--- src/rtl/pit_channel_if.sv ---
// Bus-decode side of one PIT channel: program/latch strobes and count readback.
interface pit_channel_if #(
    parameter int unsigned CNT_W = 16
);
    logic             wr_i;
    logic [1:0]       mode_i;
    logic [CNT_W-1:0] load_i;
    logic             latch_i;
    logic [CNT_W-1:0] cnt_o;

    modport master (output wr_i, mode_i, load_i, latch_i, input cnt_o);
    modport slave  (input wr_i, mode_i, load_i, latch_i, output cnt_o);
endinterface

--- src/rtl/pit_channel.sv ---
// 8254-style timer channel (modes 0, 2, 3) clocked by tick edges of tclk_i.
// Define PIT_LATCH_EN to build the count-latch holding register behind cnt_o.
module pit_channel #(
    parameter int unsigned CNT_W = 16
) (
    input  logic           clk_i,
    input  logic           rst_i,
    input  logic           tclk_i,
    input  logic           gate_i,
    pit_channel_if.slave   bus,
    output logic           out_o,
    output logic           irq_o
);
    localparam logic [1:0] MODE2 = 2'b01;
    localparam logic [1:0] MODE3 = 2'b10;

    typedef enum logic [1:0] {IDLE, LOAD, COUNT} state_e;

    state_e           state_q, state_d;
    logic [CNT_W-1:0] cnt_q, cnt_d, reload_q, reload_d;
    logic [CNT_W-1:0] reload_eff, cnt_m1, cnt_step, step;
    logic [1:0]       mode_q, mode_d;
    logic             tclk_q, gate_q;
    logic             out_q, out_d, irq_q, irq_d, first_q, first_d;
    logic             tick, periodic, armed, gate_rise;

    assign tick       = tclk_i & ~tclk_q;
    assign periodic   = (mode_q == MODE2) || (mode_q == MODE3);
    assign armed      = (state_q != IDLE);
    assign gate_rise  = gate_i & ~gate_q & periodic & armed;
    assign reload_eff = (periodic && reload_q == CNT_W'(1)) ? CNT_W'(2) : reload_q;
    assign cnt_m1     = cnt_q - CNT_W'(1);
    assign cnt_step   = cnt_q - step;

    // Square wave: odd reloads shave one tick off the low phase via the first step.
    always_comb begin
        step = CNT_W'(2);
        if (first_q && reload_eff[0]) begin
            step = out_q ? CNT_W'(1) : CNT_W'(3);
        end
    end

    always_ff @(posedge clk_i or posedge rst_i) begin
        if (rst_i) begin
            state_q <= IDLE;
        end else begin
            state_q <= state_d;
        end
    end

    always_comb begin
        state_d = state_q;
        if (bus.wr_i) begin
            state_d = LOAD;
        end else if (gate_rise) begin
            state_d = LOAD;
        end else if (state_q == LOAD && tick) begin
            state_d = COUNT;
        end
    end

    always_comb begin
        cnt_d    = cnt_q;
        reload_d = reload_q;
        mode_d   = mode_q;
        out_d    = out_q;
        irq_d    = 1'b0;
        first_d  = first_q;
        if (bus.wr_i) begin
            reload_d = bus.load_i;
            mode_d   = bus.mode_i;
            out_d    = (bus.mode_i == MODE2) || (bus.mode_i == MODE3);
        end else begin
            if (armed && periodic && !gate_i) begin
                out_d = 1'b1;
            end
            if (tick && !gate_rise) begin
                if (state_q == LOAD) begin
                    cnt_d   = reload_eff;
                    first_d = 1'b1;
                end else if (state_q == COUNT && gate_i) begin
                    case (mode_q)
                        MODE2: begin
                            if (cnt_q == CNT_W'(1)) begin
                                cnt_d = reload_eff;
                                out_d = 1'b1;
                                irq_d = 1'b1;
                            end else begin
                                cnt_d = cnt_m1;
                                if (cnt_m1 == CNT_W'(1)) begin
                                    out_d = 1'b0;
                                end
                            end
                        end
                        MODE3: begin
                            first_d = 1'b0;
                            if (cnt_step == '0) begin
                                cnt_d   = reload_eff;
                                out_d   = ~out_q;
                                irq_d   = out_q;
                                first_d = 1'b1;
                            end else begin
                                cnt_d = cnt_step;
                            end
                        end
                        default: begin
                            cnt_d = cnt_m1;
                            if (cnt_q == CNT_W'(1)) begin
                                out_d = 1'b1;
                                irq_d = 1'b1;
                            end
                        end
                    endcase
                end
            end
        end
    end

    always_ff @(posedge clk_i or posedge rst_i) begin
        if (rst_i) begin
            cnt_q    <= '0;
            reload_q <= '0;
            mode_q   <= '0;
            tclk_q   <= 1'b0;
            gate_q   <= 1'b0;
            out_q    <= 1'b0;
            irq_q    <= 1'b0;
            first_q  <= 1'b0;
        end else begin
            cnt_q    <= cnt_d;
            reload_q <= reload_d;
            mode_q   <= mode_d;
            tclk_q   <= tclk_i;
            gate_q   <= gate_i;
            out_q    <= out_d;
            irq_q    <= irq_d;
            first_q  <= first_d;
        end
    end

    assign out_o = out_q;
    assign irq_o = irq_q;

`ifdef PIT_LATCH_EN
    logic [CNT_W-1:0] latch_q;

    always_ff @(posedge clk_i or posedge rst_i) begin
        if (rst_i) begin
            latch_q <= '0;
        end else if (bus.latch_i) begin
            latch_q <= cnt_q;
        end
    end

    assign bus.cnt_o = latch_q;
`else
    logic unused_latch;
    assign unused_latch = bus.latch_i;
    assign bus.cnt_o    = cnt_q;
`endif
endmodule

--- src/flat_wrapper.sv ---
// flat-port wrapper written by rule: the top's interface ports become plain ports
module pit_channel_flat 
#(
    parameter int unsigned CNT_W = 16
)
  (clk_i, rst_i, tclk_i, gate_i, out_o, irq_o, bus_wr_i, bus_mode_i, bus_load_i, bus_latch_i, bus_cnt_o);
  pit_channel_if #(.CNT_W(CNT_W)) bus_i ();
  input  logic clk_i;
  input  logic rst_i;
  input  logic tclk_i;
  input  logic gate_i;
  output logic out_o;
  output logic irq_o;
  input wire logic [$bits(bus_i.wr_i)-1:0] bus_wr_i;
  input wire logic [$bits(bus_i.mode_i)-1:0] bus_mode_i;
  input wire logic [$bits(bus_i.load_i)-1:0] bus_load_i;
  input wire logic [$bits(bus_i.latch_i)-1:0] bus_latch_i;
  output wire logic [$bits(bus_i.cnt_o)-1:0] bus_cnt_o;
  assign bus_i.wr_i = bus_wr_i;
  assign bus_i.mode_i = bus_mode_i;
  assign bus_i.load_i = bus_load_i;
  assign bus_i.latch_i = bus_latch_i;
  assign bus_cnt_o = bus_i.cnt_o;
  pit_channel #(.CNT_W(CNT_W)) u_core (.clk_i(clk_i), .rst_i(rst_i), .tclk_i(tclk_i), .gate_i(gate_i), .bus(bus_i), .out_o(out_o), .irq_o(irq_o));
endmodule
--- config.mk ---
export PLATFORM = sky130hd
export DESIGN_NAME = pit_channel_flat
export DESIGN_NICKNAME = d
export VERILOG_FILES = /design/src/rtl/pit_channel_if.sv /design/src/rtl/pit_channel.sv /design/src/flat_wrapper.sv
export SDC_FILE = /design/constraint.sdc
export NUM_CORES = 1
export LEC_CHECK = 0
export BUFFER_PORTS_ARGS = -buffer_cell sky130_fd_sc_hd__buf_2
export CAP_MARGIN = 20
export CORE_MARGIN = 8
export CORE_UTILIZATION = 40
export DETAILED_ROUTE_END_ITERATION = 8
export PLACE_DENSITY_LB_ADDON = 0.15
export SLEW_MARGIN = 0
export SYNTH_ARGS = -nofsm -noshare
export SYNTH_HDL_FRONTEND = slang
export SYNTH_SLANG_ARGS = --single-unit
export TNS_END_PERCENT = 20
--- constraint.sdc ---
create_clock -name clk_i -period 4.8 [get_ports clk_i]
set_clock_uncertainty 0.1 [all_clocks]
set_input_delay 0.24 -clock clk_i [delete_from_list [all_inputs] [get_ports clk_i]]
set_output_delay 0.24 -clock clk_i [all_outputs]
set_load 0.01 [all_outputs]
==> metrics.txt <==
outcome complete, no violations; Final Max Slew Viols 0; final-stage net count about 460; clock-pin slew of the registers on the worst-case setup and hold paths 0.10 ns; vias in the first global route 3197; initial antenna violation count 0; WS Path Type flop to flop; most instantiated flip-flop cell in the synthesis netlist sky130_fd_sc_hd__dfrtp_1; Area growth syn-to-layout 13.4%; type of element launching the critical path flop; Syn Std Cell Area roughly 0.0033 sq mm; fraction of synthesized cell area taken by the top area cell type 31.2%; ratio of cells with drive above 1 in the final layout about 22%; Most Frequent Cell on Critical Path sky130_fd_sc_hd__ha_1; multiplexer fraction of the synthesized cell area roughly 5.8%; share of synthesized cell area in full adder, half adder and majority cells approximately 3.3%; max-slew headroom at the worst pin roughly 40%; kind of end point of the critical path flop; CTS Buf Count 5; detailed-router iteration count before antenna repair 5; Unique masters post-synth 73; warnings from Yosys 0; horizontal die dimension 107 um; signal arrival time at the worst endpoint 4.63 ns; Hold Fails Final Rpt 0; core region area 0.00809 sq mm; CP max stage delay 0.67 ns; Post-Syn Area per Cell 8.34 sq um; Finished Cell Area around 0.0037 sq mm; Final Worst Setup Slack 0.316 ns; # rows 33; xor/xnor share of the synthesized area around 5.3%; average via count per standard cell 6.18; Leak 1.50 nW; Gates resized, CTS repair 0; IO Pins 42; die footprint around 0.011 sq mm; gr ovfl total 0; Power Dens Cells approximately 430 mW/mm^2; number of diodes added for antenna fixing 0; maximum count of clock buffers along a single path 2; DRC violation total after the first TritonRoute iteration 310; total number of clock tree sinks a little over 40; share of flip-flops with an asynchronous set or reset after synthesis between 90% and 100%; synthesized instance count 395; classification of the worst-slack hold path input port to flop; top cells by area, synth sky130_fd_sc_hd__dfrtp_1 31%, sky130_fd_sc_hd__mux2_2 5.5%, sky130_fd_sc_hd__nor2_1 4.7%; total via count in the routed design roughly 3300; number of enable flip-flop cells after synthesis 0; Max FO, Critical Path 4; post-placement cell area 0.00356 sq mm; routed wire length per instance 20.5 um; H-Tree Depth 2; fraction of the yosys area taken by sequential cells just over 30%; post-detailed-route count of antenna-violating nets 0; Largest delay share family, worst path simple AND/OR/NAND/NOR gates; clock tree from TritonCTS done; number of max-cap violations 0; slew at the pin closest to its max-slew limit between 0.8 and 0.9 ns; pre-CTS setup slack 0.372 ns; slowest stage cell, crit path sky130_fd_sc_hd__or4_1; aggregate global-route resource usage between 10% and 20%; final worst path period need between 4 and 5 ns; total buffers and inverters traversed by the critical path 2; synthesized net count between 400 and 500; wire length of the first global-routing pass 17.5 mm; routability-driven placement congestion ratio 0.946; clock insertion delay at the later pin of the skew report 0.31 ns; number of DRC violations after detailed routing 0; HPWL Detailed roughly 7.7 mm; wirelength, routed roughly 11 mm; Die Span Y roughly 110 um; top achievable clock speed between 0.2 and 0.25 GHz; effective utilization at floorplan approximately two fifths; combinational family with the most area after synthesis compound AO/OA/AOI/OAI gates; number of synthesized register bits between 40 and 50; Data required, critical path 4.94 ns; worst ir drop on vdd around 190 uV; fraction of the mapped netlist area in compound gates between 20% and 30%; R2R setup slack between 0.3 and 0.4 ns; ordered cell list for the critical path inv_1 -> ha_1 -> nor4_1 -> nand2_1 -> o31ai_1 -> nor2_1 -> and2_1 -> ha_1 -> nor2b_1 -> or3_4 -> xnor2_1 -> or4_1 -> o41ai_2 -> buf_4 -> nand3_1 -> a21oi_1; final setup vio count 0; Yosys top cell by area sky130_fd_sc_hd__dfrtp_1; count of input and output buffers 40; maximum number of pins on one net before global-route repair 42; crit share post-route just over 90%; clk root buf sky130_fd_sc_hd__clkbuf_8; simple-gate portion of the synthesized area between 20% and 30%
==> metal layers <==
layer | wire length [um] | GRT usage, % | vias to the layer above
li1 | - | - | 1515
met3 | 1020 | 4.26 | 24
met1 | 4700 | 25.6 | 1573
met4 | 234 | 7.14 | 0
met5 | 0 | 0 | -
met2 | 4940 | 30.0 | 175
==> cell families after synthesis <==
kind of cell	after synthesis
adders and majority gates	8
muxes	17
xor gates and xnor gates	19
and+or+nand+nor	149
DFF	41
AOI/OAI and AO/OA	116
buffers and inverters	45
==> registers in the layout, indices dropped and copies added, names as in the netlist <==
signal and count:
u_core.gate_q 1, u_core.first_q 1, u_core.tclk_q 1, u_core.irq_o 1
u_core.reload_q 16, u_core.state_q 2, u_core.out_o 1, u_core.bus.cnt_o 16
u_core.mode_q 2
==> worst register-to-register path: cells and delay by family (launching register included) <==
kind                     cells  cell delay (ns)
buffers and inverters        2             0.28
AO/OA/AOI/OAI                3             0.98
flip-flops                   1             0.36
AND/OR/NAND/NOR              8             1.95
XOR/XNOR                     1             0.17
adder cells (fa/ha/maj)      2             0.58
==> final cells by class <==
type	instances	area [sq um]
clock inverter	3	46.3
fill	835	4360
inverter	13	48.8
clock buffer	5	68.8
multi-input combinational	309	2070
tap	105	131
sequential	41	1030
timing repair buffer	56	340
==> cells in the final DEF (no fill, tap or decap), types with 5 or more instances in the layout <==
master / synthesis / layout
sky130_fd_sc_hd__nand2_1: 31 / 31
sky130_fd_sc_hd__xor2_1: 7 / 7
sky130_fd_sc_hd__nor3b_1: 6 / 6
sky130_fd_sc_hd__a31oi_1: 7 / 7
sky130_fd_sc_hd__mux2_2: 16 / 16
sky130_fd_sc_hd__a211oi_1: 6 / 6
sky130_fd_sc_hd__buf_2: 7 / 40
sky130_fd_sc_hd__or3_1: 5 / 5
sky130_fd_sc_hd__o21ai_0: 25 / 25
sky130_fd_sc_hd__nor4_1: 12 / 12
sky130_fd_sc_hd__a22oi_1: 6 / 6
sky130_fd_sc_hd__dfrtp_1: 41 / 41
sky130_fd_sc_hd__inv_1: 12 / 11
sky130_fd_sc_hd__and3_1: 5 / 5
sky130_fd_sc_hd__nor2_1: 41 / 41
sky130_fd_sc_hd__buf_4: 0 / 12
sky130_fd_sc_hd__a21oi_1: 26 / 26
sky130_fd_sc_hd__nand3_1: 11 / 11
sky130_fd_sc_hd__ha_1: 7 / 7
sky130_fd_sc_hd__nor3_1: 10 / 10
sky130_fd_sc_hd__xnor2_1: 11 / 11
sky130_fd_sc_hd__clkbuf_8: 0 / 5
==> final timing paths <==
check                                 start             endpoint  cells past startpoint
min                           bus_load_i[1]   u_core.reload_q[1]                      3
max                        u_core.mode_q[0]  u_core.bus.cnt_o[6]                     16
max reg2reg                u_core.mode_q[0]  u_core.bus.cnt_o[6]                     16
max in group asynchronous             rst_i         u_core.out_o                      4
min in group asynchronous             rst_i  u_core.bus.cnt_o[2]                      4
min reg2reg                  u_core.first_q       u_core.first_q                      1
==> cells in the mapped netlist, drive strengths merged (6+ instances only) <==
cell type and number:
nor2 41, dfrtp 41, nor3b 6, nand3 12, nor3 12, a211oi 6, ha 7, xnor2 12
clkbuf 21, a21oi 27, nor4 13, buf 11, xor2 7, inv 12, nand2 31, mux2 16
a22oi 6, a31oi 7, o21ai 26, or3 8
==> per-stage QoR <==
stage | total power, mW | hold slack [ns] | instances | setup TNS [ns] | util (%)
CTS | 1.61 | 0.0420 | 530 | 0 | 45.8
global route | 1.72 | 0.0554 | 532 | -0.00433 | 46.2
detailed placement | 1.30 | 0.269 | 519 | 0 | 44.0
global placement | 1.30 | 0.266 | 519 | 0 | 44.0
finish | 1.61 | 0.0476 | 532 | 0 | 46.2
floorplan | 1.07 | 0.171 | 395 | 0 | -
==> what timing repair did <==
item                       4_1_cts  5_1_grt
hold endpoints to repair        43        0
hold buffers                     3        0
setup endpoints to repair        0        2
buffers inserted                 0        2
==> power breakdown <==
group          leakage, nW  internal [mW]  total, mW  switching [mW]
Clock               0.0543          0.156      0.303           0.147
Sequential           0.487          0.410      0.582           0.172
Combinational        0.957          0.308      0.729           0.421
Total                 1.50          0.874       1.61           0.741
(Power assumes the default switching activity.)
